==> config.mk <==
export PLATFORM = sky130hd
export DESIGN_NAME = hc04_selftest_seq
export DESIGN_NICKNAME = d
export VERILOG_FILES = /design/src/rtl/hc04_selftest_seq.sv
export SDC_FILE = /design/constraint.sdc
export NUM_CORES = 1
export LEC_CHECK = 0
export ABC_AREA = 1
export CORE_MARGIN = 2
export CORE_UTILIZATION = 49
export CTS_CLUSTER_SIZE = 25
export DETAILED_ROUTE_END_ITERATION = 7
export PLACE_DENSITY = 0.77
export SLEW_MARGIN = 20
export SYNTH_ARGS = -nofsm -noshare
export SYNTH_HDL_FRONTEND = slang
export SYNTH_SLANG_ARGS = --single-unit
==> constraint.sdc <==
create_clock -name CLK -period 1.7 [get_ports CLK]
set_input_delay 0.17 -clock CLK [delete_from_list [all_inputs] [get_ports CLK]]
set_output_delay 0.17 -clock CLK [all_outputs]
set_load 0.05 [all_outputs]
==> src/rtl/hc04_selftest_seq.sv <==
// Self-test sequencer for a bank of WIDTH inverters: sweeps every input vector, checks Y == ~A.
// Optional macro HC04_SELFTEST_STOP_ON_FAIL_EN ends the sweep at the first failing vector.
module hc04_selftest_seq #(
  parameter int WIDTH         = 6,
  parameter int SETTLE_CYCLES = 2,
  parameter int ERR_W         = 8
) (
  input  logic             CLK,
  input  logic             RST_N,
  input  logic             START,
  input  logic             ABORT,
  output logic [WIDTH-1:0] DUT_A,
  input  logic [WIDTH-1:0] DUT_Y,
  output logic             BUSY,
  output logic             DONE,
  output logic             PASS,
  output logic [ERR_W-1:0] ERR_CNT,
  output logic [WIDTH-1:0] FAIL_MASK,
  output logic [1:0]       STATE_DBG
);
  localparam int               CNT_W    = (SETTLE_CYCLES > 1) ? $clog2(SETTLE_CYCLES) : 1;
  localparam logic [CNT_W-1:0] CNT_LAST = CNT_W'(SETTLE_CYCLES - 1);
  localparam logic [WIDTH-1:0] A_LAST   = '1;
  localparam logic [ERR_W-1:0] ERR_MAX  = '1;

  typedef enum logic [1:0] {S_IDLE, S_SETTLE, S_CHECK, S_FIN} state_t;

  state_t           state_q, state_d;
  logic [CNT_W-1:0] cnt_q, cnt_d;
  logic [WIDTH-1:0] a_d, mask_d, mism;
  logic [ERR_W-1:0] err_d;
  logic             busy_d, done_d, pass_d, last_vec;

  // START and ABORT are level strobes with no ready: START is taken on any
  // IDLE edge it is high, ABORT on any non-IDLE edge it is high.
  assign mism      = DUT_Y ^ ~DUT_A;
  assign STATE_DBG = state_q;

`ifdef HC04_SELFTEST_STOP_ON_FAIL_EN
  assign last_vec = (DUT_A == A_LAST) || (|mism);
`else
  assign last_vec = (DUT_A == A_LAST);
`endif

  always_ff @(posedge CLK) begin
    if (!RST_N) begin
      state_q   <= S_IDLE;
      cnt_q     <= '0;
      DUT_A     <= '0;
      BUSY      <= 1'b0;
      DONE      <= 1'b0;
      PASS      <= 1'b0;
      ERR_CNT   <= '0;
      FAIL_MASK <= '0;
    end else begin
      state_q   <= state_d;
      cnt_q     <= cnt_d;
      DUT_A     <= a_d;
      BUSY      <= busy_d;
      DONE      <= done_d;
      PASS      <= pass_d;
      ERR_CNT   <= err_d;
      FAIL_MASK <= mask_d;
    end
  end

  always_comb begin
    state_d = state_q;
    cnt_d   = cnt_q;
    a_d     = DUT_A;
    busy_d  = BUSY;
    done_d  = DONE;
    pass_d  = PASS;
    err_d   = ERR_CNT;
    mask_d  = FAIL_MASK;
    if (state_q != S_IDLE && ABORT) begin
      // Partial ERR_CNT/FAIL_MASK are kept for inspection after an abort.
      state_d = S_IDLE;
      a_d     = '0;
      busy_d  = 1'b0;
      done_d  = 1'b0;
      pass_d  = 1'b0;
    end else begin
      case (state_q)
        S_IDLE: begin
          if (START) begin
            state_d = S_SETTLE;
            cnt_d   = '0;
            a_d     = '0;
            busy_d  = 1'b1;
            done_d  = 1'b0;
            pass_d  = 1'b0;
            err_d   = '0;
            mask_d  = '0;
          end
        end
        S_SETTLE: begin
          cnt_d = cnt_q + CNT_W'(1);
          if (cnt_q == CNT_LAST) state_d = S_CHECK;
        end
        S_CHECK: begin
          if (|mism) begin
            err_d  = (ERR_CNT == ERR_MAX) ? ERR_CNT : ERR_CNT + ERR_W'(1);
            mask_d = FAIL_MASK | mism;
          end
          if (last_vec) begin
            state_d = S_FIN;
          end else begin
            a_d     = DUT_A + WIDTH'(1);
            cnt_d   = '0;
            state_d = S_SETTLE;
          end
        end
        S_FIN: begin
          state_d = S_IDLE;
          busy_d  = 1'b0;
          done_d  = 1'b1;
          pass_d  = (ERR_CNT == '0) && (FAIL_MASK == '0);
        end
        default: state_d = S_IDLE;
      endcase
    end
  end
endmodule
==> metrics <==
Reg2Reg Depth=9; Total Power=0.00145 W; Post-Route Utilization=0.667; DIE HEIGHT=59.0 um; M3 GR Usage=0.0262; number of synthesized register bits=26; design area=1870 um^2; PnR worst setup slack=0.0562 ns; CP bufs+invs=1; HP Start=BUSY; Final HPWL DP=2.42 mm; Die ar.=3480 um^2; diode count=0; kind of critical path=reg -> out; Clock transition at path regs=0.13 ns; GR peak layer=met2; DR pass1 iterations=4; Area after DPL=1840 um^2; num rows=19; reg2reg setup slack=0.19 ns; IO Pins=35; CTS Root Cell=clkbuf_4; antenna-violating nets left=0; CP max stage delay=0.80 ns; Least-Margin Pin Slew=0.503 ns; final wirelength=3.15 mm; Initial DRC Count=71; Max Buffers Root-to-Sink=2; first-pass GRT wire length=5.53 mm; IO buf count=34; crit-path max FO=2; Starting Density=0.529; critical-path cell list=clkdlybuf4s50_1; Synth top area share=0.351; met1 GRT Util=0.288; Mean Syn Cell Area=6.80 um^2; htree depth=1; post-synthesis cell count=218; critical path startpoint category=flip-flop; Pleak=0.920 nW; Layout area overhead=26.2%; maxcap violations=0; Die X=59.0 um; vias in the first global route=1302; TNS Setup=0 ns; Synthesized Nets=231; number of fill cells=275; pwr dens=777 nW/um^2; GRT Overall Usage=0.205; initial antenna violation count=0; RR Endpoint=DUT_A[5]; post-synth top area cell=dfxtp_1; period utilisation layout=0.967; origin of the critical flop-to-flop path=DUT_A[0]; Final Hold Viols=0; Worst path top cell family by delay=buffers and inverters; sequential cell area fraction in the yosys report=0.351; run status=complete, no violations; clock tree sinks=26; post-synthesis cell type count=32; routed via count=1433; Syn. warnings=0; Post-Syn Area=1480 um^2; CTS tree=yes; end of the worst hold path=BUSY; fraction of layout cells with a size suffix above 1=0.179; dpl ws=0.0730 ns; Skew-Pair Late Insertion Delay=0.32 ns; pin count of the biggest net entering global routing=15; synth top area cells=dfxtp_1 (35%), nand2_1 (12%), inv_1 (9.9%); RSZ-0062 raised after global routing=no; worst endpoint required time=1.53 ns; hold_buf cts=0; core area=2810 um^2; DR DRC count=0; Worst Skew=0.00149 ns; Final setup viols=0; Hold Crit Class=reg -> reg; GPL Wtd Cong=0.810; Pins Over Slew Limit=0; Critical Path Stages=1; Setup Buffers After CTS=0; Crit. End Element=primary output; CTS Buf Count=3; WP data arrival=1.47 ns; met2 GRT Util=0.327; Vias per Instance=4.98; fmax=0.608 GHz; total grt overflow=0; slowest cell on the critical path=clkdlybuf4s50_1; post-layout min period=1.64 ns; headroom to the max-slew limit=0.664; Cells on Worst Hold Path=2; nets=272; average wire per standard cell=10.9 um; worst vdd ir=0.440 mV
[what timing repair did]
item / CTS / global route
endpoints found under the setup margin: 3 / 5
endpoints found under the hold margin: 0 / 0
resized for setup: 3 / 5
pin swaps: 0 / 0
gates cloned: 0 / 0
[synthesized netlist by cell type (all sizes together)]
master	instances
nor3b	2
o21a	1
xnor2	1
buf	1
ha	3
or2	4
inv	40
a21boi	1
nor4	1
a211oi	2
nand3	6
o21ai	6
nor2	38
o21ba	1
nand4	8
nand2	54
a31oi	1
o21bai	3
nor3	4
a21oi	15
dfxtp	26
[area by class of cell]
type                       count  area [um^2]  area share
clock buffer                   3         22.5      0.0120
inverter                      40          150      0.0803
multi-input combinational    151          800       0.427
sequential                    26          526       0.281
tap                           31         38.8      0.0207
timing repair buffer          37          334       0.179
[where the power goes]
part	total [W]	leakage (nW)	switching, W	internal [W]
combinational	0.000502	0.693	0.000329	0.000174
sequential	0.000689	0.213	0.0000391	0.000650
clock	0.000263	0.0138	0.000180	0.0000832
total	0.00145	0.920	0.000548	0.000906
[cell usage in the layout (no fill, tap or decap), types with 2 or more instances in the layout]
| master | synthesis | layout |
|---|---|---|
| nor3_1 | 4 | 4 |
| ha_1 | 3 | 3 |
| or2_1 | 3 | 3 |
| dlygate4sd2_1 | 0 | 3 |
| o21bai_2 | 3 | 3 |
| o21ai_0 | 4 | 4 |
| nand2_2 | 5 | 5 |
| clkbuf_4 | 0 | 3 |
| a21oi_1 | 15 | 15 |
| dlymetal6s2s_1 | 0 | 4 |
| nor2_2 | 1 | 2 |
| nand3_1 | 4 | 4 |
| clkdlybuf4s50_1 | 0 | 13 |
| a211oi_1 | 2 | 2 |
| buf_4 | 0 | 17 |
| dfxtp_1 | 26 | 22 |
| nand3_2 | 2 | 2 |
| dfxtp_2 | 0 | 4 |
| nor2_1 | 36 | 35 |
| nand4_1 | 6 | 6 |
| nand2_1 | 48 | 48 |
| o21ai_2 | 2 | 2 |
| inv_1 | 39 | 39 |
[flip-flops by register name, indices dropped and copies added, names as in the netlist]
| register | count |
|---|---|
| STATE_DBG | 2 |
| FAIL_MASK | 6 |
| PASS | 1 |
| ERR_CNT | 8 |
| BUSY | 1 |
| DONE | 1 |
| DUT_A | 6 |
| cnt_q | 1 |
[worst max path at each step]
stage,start,endpoint,slack (ns)
global route,FAIL_MASK[3],FAIL_MASK[3],0.004
floorplan,ERR_CNT[1],ERR_CNT[6],0.05
detailed placement,DUT_Y[2],ERR_CNT[0],0.07
global placement,DUT_Y[4],ERR_CNT[0],0.09
finish,BUSY,BUSY,0.06
CTS,FAIL_MASK[5],FAIL_MASK[5],0.008
[logic make-up after synthesis]
kind of cell | Yosys count | share of synthesized area
xor+xnor | 1 | 0.00591
buf+inv | 41 | 0.111
flops | 26 | 0.351
simple gates | 117 | 0.376
compound gates | 30 | 0.130
fa+ha+maj | 3 | 0.0253
[through the flow]
step,hold WS (ns),cells
after global placement,0.456,285
after detailed placement,0.456,285
after global routing,0.501,288
after CTS,0.480,288
final,0.474,288
after floorplan,0.278,218
[metal layers]
| layer | routed length [um] | vias to the layer above |
|---|---|---|
| met1 | 1560 | 631 |
| met2 | 1440 | 29 |
| met5 | 0 | - |
| li1 | - | 768 |
| met4 | 43 | 0 |
| met3 | 109 | 5 |
Power figures use the tool's default switching activity.
